`src/rtl/dadder_core.sv`:
```
// rtl/dadder_core.sv - unsigned adder: one S1 register stage feeding a 2-entry output FIFO
// Optional saturation on overflow is built when DADDER_CORE_SAT_EN is defined.
module dadder_core #(
  parameter int DATA_WIDTH = 32,
  parameter int CNT_WIDTH  = 16
) (
  input  logic                  clk,
  input  logic                  reset,
  input  logic                  cp_en,
  input  logic                  cp_sat,
  input  logic                  cp_clr,
  output logic                  cp_idle,
  output logic [CNT_WIDTH-1:0]  cp_count,
  input  logic                  in_vld,
  output logic                  in_rdy,
  input  logic [DATA_WIDTH-1:0] in_a,
  input  logic [DATA_WIDTH-1:0] in_b,
  output logic                  out_vld,
  input  logic                  out_rdy,
  output logic [DATA_WIDTH-1:0] out_sum,
  output logic                  out_ovf
);

  logic                  s1_vld_q, s1_vld_d;
  logic [DATA_WIDTH-1:0] s1_sum_q, s1_sum_d;
  logic                  s1_ovf_q, s1_ovf_d;
  logic [1:0]            fifo_cnt_q, fifo_cnt_d;
  logic [DATA_WIDTH-1:0] e0_sum_q, e0_sum_d, e1_sum_q, e1_sum_d;
  logic                  e0_ovf_q, e0_ovf_d, e1_ovf_q, e1_ovf_d;
  logic                  in_rdy_q, in_rdy_d;
  logic [CNT_WIDTH-1:0]  count_q, count_d;

  logic [DATA_WIDTH:0]   full;
  logic [DATA_WIDTH-1:0] res_sum;
  logic                  res_ovf;
  logic                  accept, pop, move;
  logic [1:0]            cnt_after_pop, occ_d;

  assign full    = {1'b0, in_a} + {1'b0, in_b};
  assign res_ovf = full[DATA_WIDTH];
`ifdef DADDER_CORE_SAT_EN
  assign res_sum = (res_ovf & cp_sat) ? {DATA_WIDTH{1'b1}} : full[DATA_WIDTH-1:0];
`else
  logic unused_sat;
  assign unused_sat = cp_sat;
  assign res_sum    = full[DATA_WIDTH-1:0];
`endif

  assign accept        = in_vld & in_rdy_q;
  assign pop           = (fifo_cnt_q != 2'd0) & out_rdy;
  assign cnt_after_pop = fifo_cnt_q - {1'b0, pop};
  // S1 advances whenever the FIFO has a free slot once this cycle's pop is taken
  assign move          = s1_vld_q & (cnt_after_pop != 2'd2);

  always_comb begin
    s1_vld_d   = accept | (s1_vld_q & ~move);
    s1_sum_d   = accept ? res_sum : s1_sum_q;
    s1_ovf_d   = accept ? res_ovf : s1_ovf_q;
    fifo_cnt_d = cnt_after_pop + {1'b0, move};
    e0_sum_d   = e0_sum_q;
    e0_ovf_d   = e0_ovf_q;
    e1_sum_d   = e1_sum_q;
    e1_ovf_d   = e1_ovf_q;
    // Entry 0 is the head; it only changes when refilled, so out_sum holds when empty
    if (pop && (fifo_cnt_q == 2'd2)) begin
      e0_sum_d = e1_sum_q;
      e0_ovf_d = e1_ovf_q;
    end
    if (move) begin
      if (cnt_after_pop == 2'd0) begin
        e0_sum_d = s1_sum_q;
        e0_ovf_d = s1_ovf_q;
      end else begin
        e1_sum_d = s1_sum_q;
        e1_ovf_d = s1_ovf_q;
      end
    end
    occ_d    = fifo_cnt_d + {1'b0, s1_vld_d};
    in_rdy_d = cp_en & (occ_d != 2'd3);
    if (cp_clr) begin
      count_d = '0;
    end else if (pop) begin
      count_d = count_q + {{(CNT_WIDTH-1){1'b0}}, 1'b1};
    end else begin
      count_d = count_q;
    end
  end

  always_ff @(posedge clk) begin
    if (reset) begin
      s1_vld_q   <= 1'b0;
      s1_sum_q   <= '0;
      s1_ovf_q   <= 1'b0;
      fifo_cnt_q <= 2'd0;
      e0_sum_q   <= '0;
      e0_ovf_q   <= 1'b0;
      e1_sum_q   <= '0;
      e1_ovf_q   <= 1'b0;
      in_rdy_q   <= 1'b0;
      count_q    <= '0;
    end else begin
      s1_vld_q   <= s1_vld_d;
      s1_sum_q   <= s1_sum_d;
      s1_ovf_q   <= s1_ovf_d;
      fifo_cnt_q <= fifo_cnt_d;
      e0_sum_q   <= e0_sum_d;
      e0_ovf_q   <= e0_ovf_d;
      e1_sum_q   <= e1_sum_d;
      e1_ovf_q   <= e1_ovf_d;
      in_rdy_q   <= in_rdy_d;
      count_q    <= count_d;
    end
  end

  assign in_rdy   = in_rdy_q;
  assign out_vld  = (fifo_cnt_q != 2'd0);
  assign out_sum  = e0_sum_q;
  assign out_ovf  = e0_ovf_q;
  assign cp_idle  = ~s1_vld_q & (fifo_cnt_q == 2'd0);
  assign cp_count = count_q;

endmodule

```
`config.mk`:
```
export PLATFORM = sky130hd
export DESIGN_NAME = dadder_core
export DESIGN_NICKNAME = d
export VERILOG_FILES = /design/src/rtl/dadder_core.sv
export SDC_FILE = /design/constraint.sdc
export NUM_CORES = 1
export LEC_CHECK = 0
export ABC_AREA = 0
export BUFFER_PORTS_ARGS = -buffer_cell sky130_fd_sc_hd__buf_2
export CAP_MARGIN = 40
export CORE_MARGIN = 2
export CORE_UTILIZATION = 60
export DETAILED_ROUTE_END_ITERATION = 8
export PLACE_DENSITY = 0.86
export SETUP_SLACK_MARGIN = 0.1
export SLEW_MARGIN = 20
export SYNTH_ARGS = -nofsm -noshare
export SYNTH_HDL_FRONTEND = slang
export SYNTH_SLANG_ARGS = --single-unit
```
`constraint.sdc`:
```
create_clock -name clk -period 6.2 [get_ports clk]
set_input_delay 1.24 -clock clk [delete_from_list [all_inputs] [get_ports clk]]
set_output_delay 1.24 -clock clk [all_outputs]
set_load 0.03 [all_outputs]
```
# Word-level counts from Yosys, hierarchy flattened
# Index checks and enable logic that the tools add are counted.
# Widths: inputs -> output; s select.
[op_classes]
add_sub_neg = 5
mul = 0
div = 0
order_cmp = 0
eq_ne = 3
n_shift = 0
muxes = 6
n_bitwise = 10
reduce_logical = 6
[ops]
columns = ["op", "n"]
rows = [
  ["$mux 32", 3],
  ["$add 32x32->33", 1],
  ["$add 16x1->16 const B", 1],
  ["$and 1x1->1", 6],
  ["$add 2x1->2", 2],
  ["$logic_not 2->1", 2],
  ["$ne 2x2->1 const B", 2],
  ["$mux 1", 3],
  ["$not 1->1", 3],
  ["$eq 2x2->1 const B", 1],
  ["$reduce_and 2->1", 1],
  ["$reduce_bool 2->1", 1],
  ["$reduce_or 2->1", 1],
  ["$sub 2x1->2", 1],
  ["$logic_and 1x1->1", 1],
  ["$or 1x1->1", 1],
]
[word_totals]
reg_bits = 119
latchBits = 0
mem_bits_rw = 0
romBits = 0
inputBits = 71
out_inout_bits = 52
wordCells = 40
memories = 0

# Longest topological paths before layout
[logic_depth]
word_depth = 11
ltp_mapped = 11
ltp_nobuf = 9

# Worst setup path before layout
# No wires, ideal clock.
[synth_timing]
path_type = "input port to flip-flop"
from = "input port in_a[0]"
to = "register s1_sum_q[22]"
setup_time_ps = 120
arrival_time_ps = 3095
required_time_ps = 6080
slack_ps = 2985
cell_stages = 9
path_buffers = 0
cell_sequence = "ha_1 > fa_1 > a211oi_1 > o211ai_2 > o211ai_2 > a211oi_1 > a21oi_1 > mux2i_1 > a211o_1"
[synth_via]
elab_chain_cells = 1
[synth_rtl]
columns = ["element", "line", "rtl"]
rows = [
  ["from (decl)", "16", "input logic [DATA_WIDTH-1:0] in_a,"],
  ["$add 32x32->33", "39", "assign full = {1'b0, in_a} + {1'b0, in_b};"],
  ["to (signal assigned)", "103", "s1_sum_q <= s1_sum_d;"],
  ["to (decl)", "25", "logic [DATA_WIDTH-1:0] s1_sum_q, s1_sum_d;"],
]
# Every way passes these cells.
# A chain may end at the register's enable or synchronous reset.

# Final worst setup path
# Ends and elaborated chain as after synthesis.

==> results.sh <==
export IMPL_status="finished clean"
export IMPL_diodes=0
export IMPL_r2r_setup_slack_ns=3.35
export IMPL_period_needed_ns=3.15
export IMPL_relSlewSlack=0.505
export IMPL_p_sw_mw=0.775
export IMPL_cp_start_kind="input port"
export IMPL_max_cap_viol_count=0
export IMPL_ir_worst_vdd_v=0.000305
export IMPL_drv_slew=0
export IMPL_grt_setup_unrepaired="false"
export IMPL_cts_setup_buffers=0
export IMPL_cts_resized=0
export IMPL_rows=37
export IMPL_synth_edf_count=0
export IMPL_synth_main_ff_cell="dfxtp_1"
export IMPL_cts_sinks=119
export IMPL_met2WireLength_um=7680
export IMPL_syn_inst=749
export IMPL_synth_simple_area_share=0.172
export IMPL_fin_cells=996
export IMPL_worstSkewPairLatency_ns=0.52
export IMPL_fin_skew_ns=0.00672
export IMPL_critPathMaxStageDelay_ns=0.44
export IMPL_vias=5852
export IMPL_gp_congestion=0.966
export IMPL_port_buffers=121
export IMPL_r2r_end="out_sum[18]"
export IMPL_ios=123
export IMPL_fmax_mhz=317
export IMPL_worstPathArrival_ns=3.56
export IMPL_root_buffer="clkbuf_8"
export IMPL_start_util=0.614
export IMPL_post_route_drc_count=0
export IMPL_hold_path_class="flip-flop to flip-flop"
export IMPL_worstMarginPinSlew_ns=0.743
export IMPL_hold_viol=0
export IMPL_dpl_worst_slack_ns=2.55
export IMPL_final_layout_size_suffix_gt1_frac=0.205
export IMPL_required_ns=6.61
export IMPL_pwr_share_clk=0.357
export IMPL_r2r_start="fifo_cnt_q[1]"
export IMPL_vias_per_cell=5.88
export IMPL_cts_tree="done"
export IMPL_setup_ws_ns=3.05
export IMPL_crit_end="s1_sum_q[22]"
export IMPL_clockBufferDepth=2
export IMPL_grt_pass1_vias=5589
export IMPL_grt_pass1_wl_um=25100
export IMPL_synth_top_family_by_area="compound AO/OA/AOI/OAI gates"
export IMPL_nets=956
export IMPL_final_period_utilization=0.508
export IMPL_synth_seq_cells=119
export IMPL_internal_power_mw=1.63
export IMPL_antenna_found_initial=0
export IMPL_die_w_um=107
export IMPL_cpMaxStageDelayCell="fa_1"
export IMPL_grt_max_degree=91
export IMPL_ant_nets=0
export IMPL_syn_area_per_cell_um2=8.42
export IMPL_p_sw_frac=0.323
export IMPL_tns_ns=0
export IMPL_pwr_share_comb=0.279
export IMPL_hpwl_um=10700
export IMPL_post_drt_wl_per_cell_um=15.4
export IMPL_drt_initial_drc_count=373
export IMPL_syn_nets=856
export IMPL_seqPwrFrac=0.364
export IMPL_crit_path_end_kind="flip-flop"
export IMPL_p_leak_nw=3.38
export IMPL_ys_seq_area_frac=0.378
export IMPL_fp_dieH_um=107
export IMPL_synth_xor_area_frac=0.0625
export IMPL_synthAdderAreaFrac=0.0726
export IMPL_place_inst=965
export IMPL_routed_wirelength_um=15400
export IMPL_critPathKind="input port to flip-flop"
export IMPL_wl_met1_um=6600
export IMPL_dr_pass1_iters=7
export IMPL_cts_clk_slew_worst_paths_ns=0.05
export IMPL_numCtsBuffers=17
export IMPL_worstPathCellList="buf_2, ha_1, fa_1, a211oi_1, o211ai_2, o211ai_2, a211oi_1, a21oi_1, mux2i_1, a211o_1"
export IMPL_coreArea_um2=10300
export IMPL_postSynth_asyncResetShare=0
export IMPL_synth_mux_area_frac=0.0555
export IMPL_dieArea_um2=11300
export IMPL_reg2reg_depth=7
export IMPL_synth_area_um2=6310
export IMPL_h_tree_depth=4
export IMPL_track_usage=0.274
export IMPL_hold_buffers=0
export IMPL_finalSetupViolCount=0
export IMPL_synth_cell_types=56
export IMPL_p_per_area_nw_per_um2=320
export IMPL_nFillCells=793
export IMPL_crit_path_max_fanout=3
export IMPL_area_growth_pct=19.0
export IMPL_crit_start="in_a[0]"
export IMPL_dr_wl_met3_um=855
export IMPL_routed_top_layer="met4"
export IMPL_synth_warnings=0
export IMPL_synth_compound_area_share=0.225
export IMPL_grt_overflow=0
per-stage QoR:
stage / power (mW) / utilization / cell area [um2] / hold slack, ns
floorplan: 1.37 / - / 6310 / 0.436
global placement: 1.52 / 0.675 / 6940 / 0.441
detailed placement: 1.54 / 0.677 / 6950 / 0.447
CTS: 2.40 / 0.728 / 7480 / 0.454
global route: 2.51 / 0.730 / 7510 / 0.470
finish: 2.40 / 0.730 / 7510 / 0.455
critical path: cells and delay by family:
family	cells	cell delay [ns]
AO/OA/AOI/OAI	6	1.41
adder cells (fa/ha/maj)	2	0.68
buffers and inverters	1	0.10
multiplexers	1	0.13
placed cells by master, fill, tap and decap left out, types with 3 or more instances in the layout:
cell / instances
a211oi_1: 40
a21boi_0: 4
a21o_1: 14
a21oi_1: 74
a22o_1: 17
a31oi_1: 7
and2_1: 6
buf_2: 121
buf_4: 7
clkbuf_1: 4
clkbuf_16: 16
clkbuf_8: 7
clkinv_2: 3
dfxtp_1: 119
ha_1: 35
inv_1: 5
mux2i_1: 35
nand2_1: 120
nand2b_1: 4
nand3_1: 11
nand4_1: 16
nor2_1: 70
nor2b_1: 4
nor3_1: 3
o211ai_1: 3
o211ai_2: 3
o21ai_0: 20
or2_2: 3
or3_1: 3
xnor2_1: 27
xor2_1: 18
cells by family after synthesis:
group,after synthesis
multiplexers,35
AND/OR/NAND/NOR,251
XOR/XNOR,45
flip-flops,119
adder cells (fa/ha/maj),36
buffers and inverters,53
AO/OA/AOI/OAI,210
Yosys cell counts (all sizes together) (2+ instances only):
cell type / n / share of area
a211o: 2 / 0.0028
a211oi: 40 / 0.048
a21boi: 5 / 0.0065
a21o: 15 / 0.018
a21oi: 76 / 0.063
a221oi: 2 / 0.0028
a22o: 17 / 0.024
a311oi: 3 / 0.0052
a31o: 2 / 0.0028
a31oi: 8 / 0.010
and2: 6 / 0.0060
and3: 2 / 0.0020
and4: 2 / 0.0028
buf: 16 / 0.012
clkbuf: 32 / 0.019
dfxtp: 119 / 0.38
ha: 35 / 0.069
inv: 5 / 0.0030
mux2i: 35 / 0.056
nand2: 120 / 0.071
nand2b: 4 / 0.0040
nand3: 13 / 0.010
nand3b: 2 / 0.0024
nand4: 16 / 0.016
nor2: 70 / 0.042
nor2b: 5 / 0.0050
nor3: 4 / 0.0040
o211ai: 6 / 0.0095
o21ai: 24 / 0.020
o221ai: 2 / 0.0028
or2: 3 / 0.0030
or3: 3 / 0.0030
xnor2: 27 / 0.037
xor2: 18 / 0.025
routing by layer:
layer,GRT usage,vias up
met5,0,-
met4,0.117,0
met3,0.0576,23
li1,-,2868
met2,0.467,233
met1,0.334,2728
flip-flops by register name, indices dropped and copies added, names as in the netlist, 2 cells and up:
name,count
fifo_cnt_q,2
s1_sum_q,32
out_sum,32
e1_sum_q,32
cp_count,16
power groups by stage:
| stage | Combinational [mW] | Sequential (mW) | Clock [mW] |
|---|---|---|---|
| after global routing | 0.728 | 0.880 | 0.899 |
| after CTS | 0.661 | 0.873 | 0.865 |
| after detailed placement | 0.654 | 0.888 | 0 |
| after global placement | 0.635 | 0.885 | 0 |
| after floorplan | 0.428 | 0.947 | 0 |
| final | 0.669 | 0.874 | 0.857 |
how the worst min path moves through the flow:
stage,depth (start not counted),to,slack (ns),start
floorplan,2,e1_ovf_q,0.44,e1_ovf_q
global placement,2,e1_sum_q[18],0.44,e1_sum_q[18]
detailed placement,2,e1_sum_q[18],0.45,e1_sum_q[18]
CTS,2,e1_sum_q[18],0.45,e1_sum_q[18]
global route,2,e1_sum_q[18],0.47,e1_sum_q[18]
finish,2,e1_sum_q[18],0.45,e1_sum_q[18]
final cells by class:
cell class / count / area (um2) / area share
Tap cell: 136 / 170 / 0.0227
Clock buffer: 27 / 512 / 0.0682
Inverter: 5 / 18.8 / 0.00250
Clock inverter: 3 / 15.0 / 0.00200
Multi-Input combinational cell: 577 / 3720 / 0.496
Sequential cell: 119 / 2380 / 0.317
Timing Repair Buffer: 129 / 686 / 0.0913
Note: power is estimated with default switching activity, not from simulation.
